<file path="config.mk">
export PLATFORM = sky130hd
export DESIGN_NAME = keypad_code_ctrl
export DESIGN_NICKNAME = d
export VERILOG_FILES = /design/src/rtl/keypad_code_ctrl.sv
export SDC_FILE = /design/constraint.sdc
export NUM_CORES = 1
export LEC_CHECK = 0
export BUFFER_PORTS_ARGS = -buffer_cell sky130_fd_sc_hd__buf_2
export CAP_MARGIN = 20
export CORE_ASPECT_RATIO = 1.2
export CORE_MARGIN = 1
export CORE_UTILIZATION = 57
export DETAILED_ROUTE_END_ITERATION = 10
export PLACE_DENSITY_LB_ADDON = 0.25
export SLEW_MARGIN = 15
export SYNTH_ARGS = -nofsm -noshare
export SYNTH_HDL_FRONTEND = slang
export SYNTH_SLANG_ARGS = --single-unit
</file>
<file path="constraint.sdc">
create_clock -name sys_clk -period 2.8 [get_ports sys_clk]
set_clock_uncertainty 0.05 [all_clocks]
set_input_delay 0.56 -clock sys_clk [delete_from_list [all_inputs] [get_ports sys_clk]]
set_output_delay 0.56 -clock sys_clk [all_outputs]
set_load 0.03 [all_outputs]
</file>
<file path="src/rtl/keypad_code_ctrl.sv">
// keypad_code_ctrl: collects a BCD PIN plus an ARM/DISARM key from the front-panel scanner,
// verifies it against the stored code and drives the alarm FSM's keypad input with a one-cycle command.
module keypad_code_ctrl #(
  parameter int unsigned         DIGITS         = 4,
  parameter logic [4*DIGITS-1:0] DEFAULT_PIN    = 16'h1234,
  parameter int unsigned         TIMEOUT_CYCLES = 200,
  parameter int unsigned         LOCKOUT_CYCLES = 1000,
  parameter int unsigned         MAX_FAILS      = 3
) (
  input  logic                sys_clk,
  input  logic                reset,
  input  logic                key_valid,
  input  logic [3:0]          key_code,
  input  logic                pin_load,
  input  logic [4*DIGITS-1:0] pin_new,
  input  logic                is_armed,
  input  logic                is_wait_delay,
  input  logic                alarm_siren,
  output logic [3:0]          keypad,
  output logic                accept,
  output logic                reject,
  output logic                locked,
  output logic [1:0]          fail_count,
  output logic [2:0]          digit_count,
  output logic                busy
);

  localparam int unsigned   PW           = 4 * DIGITS;
  localparam int unsigned   CNT_MAX      = (TIMEOUT_CYCLES > LOCKOUT_CYCLES) ? TIMEOUT_CYCLES
                                                                             : LOCKOUT_CYCLES;
  localparam int unsigned   CW           = $clog2(CNT_MAX + 1);
  localparam logic [CW-1:0] TIMEOUT_LOAD = CW'(TIMEOUT_CYCLES - 1);
  localparam logic [CW-1:0] LOCKOUT_LOAD = CW'(LOCKOUT_CYCLES - 1);
  localparam logic [2:0]    FULL_COUNT   = 3'(DIGITS);
  localparam logic [1:0]    FAIL_LIMIT   = 2'(MAX_FAILS);
  localparam logic [3:0]    CODE_ARM     = 4'b0011;
  localparam logic [3:0]    CODE_DISARM  = 4'b1100;

  typedef enum logic [2:0] {
    IDLE,
    COLLECT,
    CHECK,
    ISSUE,
    LOCKOUT
  } state_t;

  state_t          state, state_n;
  logic [PW-1:0]   entry_buf, entry_buf_n;
  logic [PW-1:0]   stored_pin, stored_pin_n;
  logic [CW-1:0]   timer, timer_n;
  logic            cmd_disarm, cmd_disarm_n;
  logic            short_entry, short_entry_n;
  logic [2:0]      digit_count_n;
  logic [1:0]      fail_count_n;
  logic [3:0]      keypad_n;
  logic            accept_n, reject_n, locked_n, busy_n;

  logic            key_digit, key_cmd, key_clear;
  logic            pin_match, cmd_allowed;
  logic [1:0]      fail_inc;

  assign key_digit = key_valid && (key_code <= 4'd9);
  assign key_cmd   = key_valid && ((key_code == 4'hA) || (key_code == 4'hB));
  assign key_clear = key_valid && (key_code == 4'hC);

  // A short entry is a forced mismatch regardless of what the buffer holds.
  assign pin_match   = !short_entry && (entry_buf == stored_pin);
  assign cmd_allowed = cmd_disarm ? (is_wait_delay || alarm_siren)
                                  : !(is_armed || is_wait_delay || alarm_siren);
  assign fail_inc    = (fail_count == 2'd3) ? 2'd3 : fail_count + 2'd1;

  always_ff @(posedge sys_clk) begin
    if (reset) begin
      state       <= IDLE;
      entry_buf   <= '0;
      stored_pin  <= DEFAULT_PIN;
      timer       <= '0;
      cmd_disarm  <= 1'b0;
      short_entry <= 1'b0;
      digit_count <= 3'd0;
      fail_count  <= 2'd0;
      keypad      <= 4'b0000;
      accept      <= 1'b0;
      reject      <= 1'b0;
      locked      <= 1'b0;
      busy        <= 1'b0;
    end else begin
      state       <= state_n;
      entry_buf   <= entry_buf_n;
      stored_pin  <= stored_pin_n;
      timer       <= timer_n;
      cmd_disarm  <= cmd_disarm_n;
      short_entry <= short_entry_n;
      digit_count <= digit_count_n;
      fail_count  <= fail_count_n;
      keypad      <= keypad_n;
      accept      <= accept_n;
      reject      <= reject_n;
      locked      <= locked_n;
      busy        <= busy_n;
    end
  end

  always_comb begin
    state_n       = state;
    entry_buf_n   = entry_buf;
    stored_pin_n  = stored_pin;
    timer_n       = timer;
    cmd_disarm_n  = cmd_disarm;
    short_entry_n = short_entry;
    digit_count_n = digit_count;
    fail_count_n  = fail_count;
    keypad_n      = 4'b0000;
    accept_n      = 1'b0;
    reject_n      = 1'b0;
    locked_n      = locked;

    unique case (state)
      IDLE: begin
        if (pin_load) begin
          stored_pin_n = pin_new;
        end
        if (key_digit) begin
          entry_buf_n   = PW'(key_code);
          digit_count_n = 3'd1;
          timer_n       = TIMEOUT_LOAD;
          state_n       = COLLECT;
        end
      end

      // The shared timer counts down the inter-key gap; any digit, kept or dropped, reloads it.
      COLLECT: begin
        if (key_digit) begin
          if (digit_count < FULL_COUNT) begin
            entry_buf_n   = (entry_buf << 4) | PW'(key_code);
            digit_count_n = digit_count + 3'd1;
          end
          timer_n = TIMEOUT_LOAD;
        end else if (key_clear) begin
          entry_buf_n   = '0;
          digit_count_n = 3'd0;
          state_n       = IDLE;
        end else if (key_cmd) begin
          cmd_disarm_n  = (key_code == 4'hB);
          short_entry_n = (digit_count < FULL_COUNT);
          state_n       = CHECK;
        end else if (timer == '0) begin
          entry_buf_n   = '0;
          digit_count_n = 3'd0;
          state_n       = IDLE;
        end else begin
          timer_n = timer - CW'(1);
        end
      end

      CHECK: begin
        entry_buf_n   = '0;
        digit_count_n = 3'd0;
        short_entry_n = 1'b0;
        if (pin_match && cmd_allowed) begin
          keypad_n     = cmd_disarm ? CODE_DISARM : CODE_ARM;
          accept_n     = 1'b1;
          fail_count_n = 2'd0;
          state_n      = ISSUE;
        end else if (pin_match) begin
          reject_n = 1'b1;
          state_n  = IDLE;
        end else begin
          reject_n     = 1'b1;
          fail_count_n = fail_inc;
          if (fail_inc >= FAIL_LIMIT) begin
            locked_n = 1'b1;
            timer_n  = LOCKOUT_LOAD;
            state_n  = LOCKOUT;
          end else begin
            state_n = IDLE;
          end
        end
      end

      ISSUE: begin
        state_n = IDLE;
      end

      LOCKOUT: begin
        if (timer == '0) begin
          locked_n     = 1'b0;
          fail_count_n = 2'd0;
          state_n      = IDLE;
        end else begin
          timer_n = timer - CW'(1);
        end
      end

      default: begin
        state_n = IDLE;
      end
    endcase

    busy_n = (state_n != IDLE);
  end

endmodule
</file>
==> results of run 1 <==
routing by layer:
metal	wire (um)	vias to the layer above
li1	-	1294
met3	289	11
met2	3172	74
met1	2683	1211
met4	152	0
met5	0	-
layout make-up:
| class | instances | area share, % |
|---|---|---|
| clock buffer | 13 | 4.641 |
| timing repair buffer | 45 | 7.488 |
| sequential | 58 | 36.19 |
| tap | 58 | 2.262 |
| clock inverter | 3 | 0.4680 |
| multi-input combinational | 263 | 48.01 |
| inverter | 8 | 0.9360 |
worst reg2reg max path, stage by stage (launching register included):
cell,delay (ns)
sky130_fd_sc_hd__dfxtp_1,0.32
sky130_fd_sc_hd__inv_1,0.10
sky130_fd_sc_hd__ha_1,0.22
sky130_fd_sc_hd__nor4b_4,0.36
sky130_fd_sc_hd__nand3_2,0.27
sky130_fd_sc_hd__nand3_1,0.15
sky130_fd_sc_hd__and3_1,0.25
sky130_fd_sc_hd__buf_4,0.23
sky130_fd_sc_hd__nand3_1,0.09
sky130_fd_sc_hd__a21oi_1,0.17
cells in the mapped netlist (2+ instances only):
library cell	instances	area [sq um]
sky130_fd_sc_hd__buf_2	6	30.03
sky130_fd_sc_hd__ha_1	2	25.02
sky130_fd_sc_hd__inv_1	8	30.03
sky130_fd_sc_hd__nor3_1	10	50.05
sky130_fd_sc_hd__xor2_1	16	140.1
sky130_fd_sc_hd__nor4_1	3	18.77
sky130_fd_sc_hd__mux2i_1	5	50.05
sky130_fd_sc_hd__nand3b_1	9	67.56
sky130_fd_sc_hd__o21ai_0	8	40.04
sky130_fd_sc_hd__and3_1	3	18.77
sky130_fd_sc_hd__nand2b_1	6	37.54
sky130_fd_sc_hd__nor2_1	21	78.83
sky130_fd_sc_hd__a21oi_1	49	245.2
sky130_fd_sc_hd__a211oi_1	6	45.04
sky130_fd_sc_hd__or2_2	2	12.51
sky130_fd_sc_hd__dfxtp_1	58	1161
sky130_fd_sc_hd__a221oi_1	4	35.03
sky130_fd_sc_hd__nand2_1	68	255.2
sky130_fd_sc_hd__buf_4	4	30.03
sky130_fd_sc_hd__nand3_1	21	105.1
sky130_fd_sc_hd__clkbuf_1	9	33.78
sequential cells by signal, summed over array words and instances, names as in the netlist:
register and flops:
locked 1, digit_count 3, accept 1, stored_pin 16, keypad 2, entry_buf 16
cmd_disarm 1, reject 1, timer 10, fail_count 2, short_entry 1, state 3
busy 1
how the worst max path moves through the flow:
| stage | end | from | cells after the start | slack [ns] |
|---|---|---|---|---|
| 2_1_floorplan | timer[1] | key_code[1] | 6 | 0.73 |
| 3_3_place_gp | timer[1] | key_code[1] | 7 | 0.44 |
| 3_5_place_dp | timer[1] | key_code[1] | 7 | 0.36 |
| 4_1_cts | entry_buf[6] | timer[0] | 9 | 0.52 |
| 5_1_grt | entry_buf[14] | timer[0] | 9 | 0.31 |
| 6_report | entry_buf[6] | timer[0] | 9 | 0.51 |
kinds of logic after synthesis:
group / count (synthesis) / synth area share, %
simple gates: 156 / 28.01
compound gates: 84 / 18.78
flops: 58 / 41.19
buf+inv: 27 / 4.394
xor+xnor: 16 / 4.971
mux: 5 / 1.775
fa+ha+maj: 2 / 0.8876
power groups by stage:
| stage | Clock, uW | Combinational, uW | Sequential (uW) |
|---|---|---|---|
| floorplan | 0 | 242 | 921 |
| global placement | 0 | 314 | 926 |
| detailed placement | 0 | 321 | 927 |
| CTS | 671 | 322 | 909 |
| global route | 709 | 362 | 914 |
| finish | 659 | 322 | 910 |
through the flow:
step	setup slack [ns]	power, uW
final	0.5051	1891
after global routing	0.3092	1985
after CTS	0.5200	1902
after detailed placement	0.3611	1249
after global placement	0.4393	1240
after floorplan	0.7253	1162
==> impl_metrics.yaml, run 1 <==
pwr:
  leakage_uw: 0.001323
  power.share.switching_pct: 29.14
  power-per-cell-area_nw_per_um2: 589.4
  ir_worst_vdd_uv: 584.1
  seqPwrFrac_pct: 48.1
  share_clk_of_total_power_pct: 34.8
  power_report.internal_total_uw: 1340
  power.net_switching_uw: 551.0
  comb_power_share_pct: 17.1
synthesis:
  synth_enable_flop_cells: 0
  synthArstFlopShare_pct: 0
  synth_seq_area_share_pct: 41.19
  synth_area_sq_um: 2819
  dominantRegCellSynth: "sky130_fd_sc_hd__dfxtp_1"
  syn-num-nets: 377
  yosys_register_bits: 58
  synthesis.area_per_instance_sq_um: 8.100
  post_synth_inst_count: 348
  post_synth_num_cell_types: 51
  ys.warnings.count: 0
place:
  dpl.hpwl_um: 4408
  postPlaceCellArea_sq_um: 3044
  place.detailed.instances: 432
  buffer_ports.inserted: 39
  gp_congestion: 0.8958
final_layout:
  layout.core_utilization_pct: 68.81
  layout_common_cells: "sky130_fd_sc_hd__nand2_1 (68), sky130_fd_sc_hd__dfxtp_1 (58), sky130_fd_sc_hd__a21oi_1 (49)"
  seqCellArea_sq_um: 1161
  n_fill_cell: 423
  final_nets: 414
  layout.cells.most_common: "sky130_fd_sc_hd__nand2_1"
  area_delta_synth_final_pct: 13.80
  multi_input_logic_area_sq_um: 1540
  post_route_cells_drive_above_1_share_pct: 18.46
  final_non_filler_cell_area_sq_um: 3208
  finish.cell_count_without_fillers: 448
  antenna-diode-count: 0
timing:
  setup_repair_after_global_routing_missed_its_margin: "false"
  period_share_pct: 81.96
  final-max-slew-violation-count: 0
  fin_setup_tns_ns: 0
  max_freq_ghz: 0.4357
  finalHoldViolations: 0
  min_period_ns: 2.295
  hold_slack_ns: 0.3888
  slew_headroom_pct: 48.63
  timing_worst_slew_pin_value_ns: 0.7646
  report.final.setup_viol: 0
routing:
  routed_wl_um: 6298
  firstDrtPassIters: 4
  drt-vias-per-instance: 5.781
  route.detailed.wl_per_inst_um: 14.06
  via_count: 2590
  number_of_drc_markers_in_iteration_0: 211
  detail_route.drc_violations: 0
  ant_nets: 0
cts:
  clock_latency_ns: 0.34
  cts_tree: "done"
  worst_setup_hold_path_clk_slew_ns: 0.06
  ctsRootBufferMaster: "sky130_fd_sc_hd__clkbuf_8"
  postCtsSetupRepairBufs: 0
  numCtsBuffers: 9
  ctsLongestPathBuffers: 2
  cts.hold.buffers_added: 0
  cts-resized-gates: 0
  cts-htree-levels: 3
  cts_sinks: 58
global_routing:
  first_pass_grt_wire_length_um: 10690
  groute.layer.met2.usage_pct: 45.92
  first_global_vias: 2410
  grt_antenna_before_repair: 0
  largest_net_degree_at_the_start_of_global_routing: 40
  grt.total_usage_pct: 27.07
  globalRoute.totalOverflow: 0
  grtUsageMet1_pct: 30.37
  gr-usage-met3_pct: 7.040
  grt.busiest_layer: "met2"
setup_path:
  worst-r2r-setup-slack_ns: 0.51
  critical-path-top-delay-family: "simple AND/OR/NAND/NOR gates"
  timing.rr.start: "timer[0]"
  worst_path_max_delay_cell: "sky130_fd_sc_hd__nor4b_4"
  critPathBufInv: 2
  r2r_cells: 9
  reg2reg_to: "entry_buf[6]"
  worstSetupPathType: "reg -> reg"
  critPathRequiredTime_ns: 3.01
  timing.critical_path.arrival_ns: 2.50
  critPathLaunchType: "register"
  worst_path_most_repeated_cell: "sky130_fd_sc_hd__nand3_1"
  path_max_fanout: 13
  critical_path.max_stage_delay_ns: 0.36
  timing.critical_path.to_type: "register"
  cells_along_the_critical_path: "inv_1 > ha_1 > nor4b_4 > nand3_2 > nand3_1 > and3_1 > buf_4 > nand3_1 > a21oi_1"
floorplanning:
  placeableCoreArea_sq_um: 4662
  std_cell_rows: 27
  die_width_um: 66.20
  die_height_um: 79.04
  starting_density_of_the_core_pct: 60.47
  pin_count: 40
  area_of_the_die_sq_um: 5232
hold_path:
  startpoint_of_the_lowest_slack_hold_path: "pin_new[2]"
  hold_path_class: "in -> reg"
  hold-path-cell-count: 3
  min_to: "stored_pin[2]"
status:
  outcome: "finished, final reports clean"
job:
  timing.max_cap.violations: 0
No activity file was read; power rests on OpenSTA's default activity.
==> inputs of run 2 (changes only) <==
- ABC_AREA: not set -> 1
- clock period: 2.8 -> 2.3 ns (I/O delays scaled with it)
==> run 2 against run 1 <==
Die area rose by 6.4%. Area after synthesis up 6.6%. Non-clock buffer count decreased by 1. Sequential power up 26%. Critical path type unchanged. Critical endpoint is now entry_buf[14]. Largest power group unchanged.
==> impl_metrics.yaml, run 2 <==
timing:
  setup_repair_after_global_routing_missed_its_margin: "false"
  postLayoutSetupSlackWorst_ns: 0.3078
  final-max-slew-violation-count: 0
  finalHoldViolations: 0
  period_share_pct: 86.62
  slew_headroom_pct: 59.55
  report.final.setup_viol: 0
  max_freq_ghz: 0.5020
  min_period_ns: 1.992
  timing_worst_slew_pin_value_ns: 0.6060
  fin_setup_tns_ns: 0
pwr:
  ir_worst_vdd_uv: 529.3
  seqPwrFrac_pct: 42.8
  power.net_switching_uw: 844.0
  comb_power_share_pct: 22.5
  leakage_uw: 0.001638
  share_clk_of_total_power_pct: 34.7
  power_report.internal_total_uw: 1840
  power.share.switching_pct: 31.45
  power-per-cell-area_nw_per_um2: 783.6
setup_path:
  r2r_cells: 9
  timing.critical_path.arrival_ns: 2.15
  cells_along_the_critical_path: "inv_1 > ha_1 > nand2_2 > nor3_2 > nand4_2 > nand2_2 > nand3_4 > o21ai_4 > nor2_1"
  worstSetupPathType: "reg -> reg"
  timing.critical_path.to_type: "register"
  path_max_fanout: 14
  critical_path.max_stage_delay_ns: 0.39
  worst_path_max_delay_cell: "sky130_fd_sc_hd__o21ai_4"
  worst_path_most_repeated_cell: "sky130_fd_sc_hd__nand2_2"
  critPathLaunchType: "register"
  critPathRequiredTime_ns: 2.46
floorplanning:
  die_width_um: 68.29
  std_cell_rows: 28
  starting_density_of_the_core_pct: 59.99
  pin_count: 40
  area_of_the_die_sq_um: 5568
  placeableCoreArea_sq_um: 5010
  die_height_um: 81.55
global_routing:
  grt_antenna_before_repair: 0
  grt.total_usage_pct: 27.44
  globalRoute.totalOverflow: 0
  largest_net_degree_at_the_start_of_global_routing: 25
  first_pass_grt_wire_length_um: 11150
  first_global_vias: 2558
final_layout:
  final_non_filler_cell_area_sq_um: 3425
  seqCellArea_sq_um: 1161
  area_delta_synth_final_pct: 13.95
  n_fill_cell: 446
  antenna-diode-count: 0
  post_route_cells_drive_above_1_share_pct: 17.38
  layout_common_cells: "sky130_fd_sc_hd__nand2_1 (120), sky130_fd_sc_hd__dfxtp_1 (58), sky130_fd_sc_hd__nor2_1 (55)"
  layout.core_utilization_pct: 68.36
  layout_top_registers: "entry_buf: 16 flops, stored_pin: 16 flops, timer: 10 flops"
  final_nets: 515
  layout.cells.most_common: "sky130_fd_sc_hd__nand2_1"
  multi_input_logic_area_sq_um: 1531
synthesis:
  synthMostInstantiatedCell: "sky130_fd_sc_hd__nand2_1"
  synthAdderAreaFrac_pct: 0.8326
  ys.warnings.count: 0
  synthesis.area_per_instance_sq_um: 6.769
  synth-compound-area-share_pct: 15.36
  yosys_register_bits: 58
  synth_xor_area_share_pct: 2.040
  synthArstFlopShare_pct: 0
  synth_enable_flop_cells: 0
  post_synth_inst_count: 444
  yosys-top-cells-count: "sky130_fd_sc_hd__nand2_1 (120), sky130_fd_sc_hd__dfxtp_1 (58), sky130_fd_sc_hd__nor2_1 (55), sky130_fd_sc_hd__inv_1 (53), sky130_fd_sc_hd__o21ai_0 (35)"
  syn-num-nets: 473
  synth_top_family_by_area: "simple AND/OR/NAND/NOR gates"
  synth.area.top_cells: "sky130_fd_sc_hd__dfxtp_1 (39%), sky130_fd_sc_hd__nand2_1 (15%), sky130_fd_sc_hd__nor2_1 (6.9%)"
  synth_simple_gate_area_share_pct: 32.72
  dominantRegCellSynth: "sky130_fd_sc_hd__dfxtp_1"
  synth_seq_area_share_pct: 38.63
  synth.largest_area_cell: "sky130_fd_sc_hd__dfxtp_1"
  muxShareOfSynthArea_pct: 0
  post_synth_num_cell_types: 40
  yosys.area.top_type_share_pct: 38.63
  synth_area_sq_um: 3005
place:
  postPlaceCellArea_sq_um: 3233
  buffer_ports.inserted: 39
  gp_congestion: 0.9426
  pre_cts_slack_ns: 0.2675
  dpl.hpwl_um: 5195
job:
  timing.max_cap.violations: 0
routing:
  routed_wl_um: 7034
  route.detailed.wl_per_inst_um: 12.81
  firstDrtPassIters: 7
  detail_route.drc_violations: 0
  number_of_drc_markers_in_iteration_0: 149
  ant_nets: 0
  drt-vias-per-instance: 5.301
  via_count: 2910
hold_path:
  hold_path_class: "in -> reg"
  hold-path-cell-count: 3
status:
  outcome: "finished, final reports clean"
cts:
  numCtsBuffers: 9
  cts-resized-gates: 0
  ctsRootBufferMaster: "sky130_fd_sc_hd__clkbuf_8"
  cts.hold.buffers_added: 0
  worst_setup_hold_path_clk_slew_ns: 0.06
  cts-htree-levels: 3
  clock_latency_ns: 0.34
  cts_tree: "done"
  postCtsSetupRepairBufs: 0
  cts_sinks: 58
  ctsLongestPathBuffers: 2
## run 2: final timing paths
kind	start	endpoint	slack [ns]
setup / recovery	timer[0]	entry_buf[14]	0.31
hold / removal	pin_new[4]	stored_pin[4]	0.28
setup reg to reg	timer[0]	entry_buf[14]	0.31
hold reg to reg	stored_pin[1]	stored_pin[1]	0.42
## run 2: metrics by stage
stage	total power [uW]	hold slack (ns)	cells
CTS	2694	0.2788	549
finish	2684	0.2842	549
global placement	1750	0.4085	535
floorplan	1627	0.3697	444
global route	2818	0.2854	549
detailed placement	1767	0.4149	535
## run 2: final cells by class
cell class | count | share of cell area [%]
sequential | 58 | 33.91
clock inverter | 3 | 1.169
timing repair buffer | 44 | 6.796
multi-input combinational | 314 | 44.72
clock buffer | 11 | 4.421
inverter | 59 | 6.796
tap | 60 | 2.192
## run 2: power by group through the flow
stage | Sequential, uW | Combinational (uW) | Clock (uW)
floorplan | 1170 | 461 | 0
global placement | 1170 | 584 | 0
detailed placement | 1170 | 598 | 0
CTS | 1150 | 604 | 942
global route | 1160 | 684 | 978
finish | 1150 | 604 | 932
## run 2: cells by family (layout without fill, tap and decap cells)
| family | Yosys count | after routing |
|---|---|---|
| simple gates | 223 | 223 |
| compound gates | 82 | 82 |
| fa+ha+maj | 2 | 2 |
| xor+xnor | 7 | 7 |
| flops | 58 | 58 |
| buf+inv | 72 | 117 |
## run 2: layer usage
| metal | part of all wire (%) | track usage, % | wire length (um) |
|---|---|---|---|
| met3 | 4.6 | 4.167 | 323 |
| met4 | 3.7 | 17.92 | 262 |
| met5 | 0 | 0 | 0 |
| met1 | 42 | 29.64 | 2946 |
| met2 | 50 | 48.43 | 3501 |
## run 2: worst max-delay path: cells and delay by family (launching register included)
family / cells / cell delay [ns]
flip-flops: 1 / 0.33
buffers and inverters: 1 / 0.10
adder cells (fa/ha/maj): 1 / 0.21
AO/OA/AOI/OAI: 1 / 0.39
AND/OR/NAND/NOR: 6 / 0.77
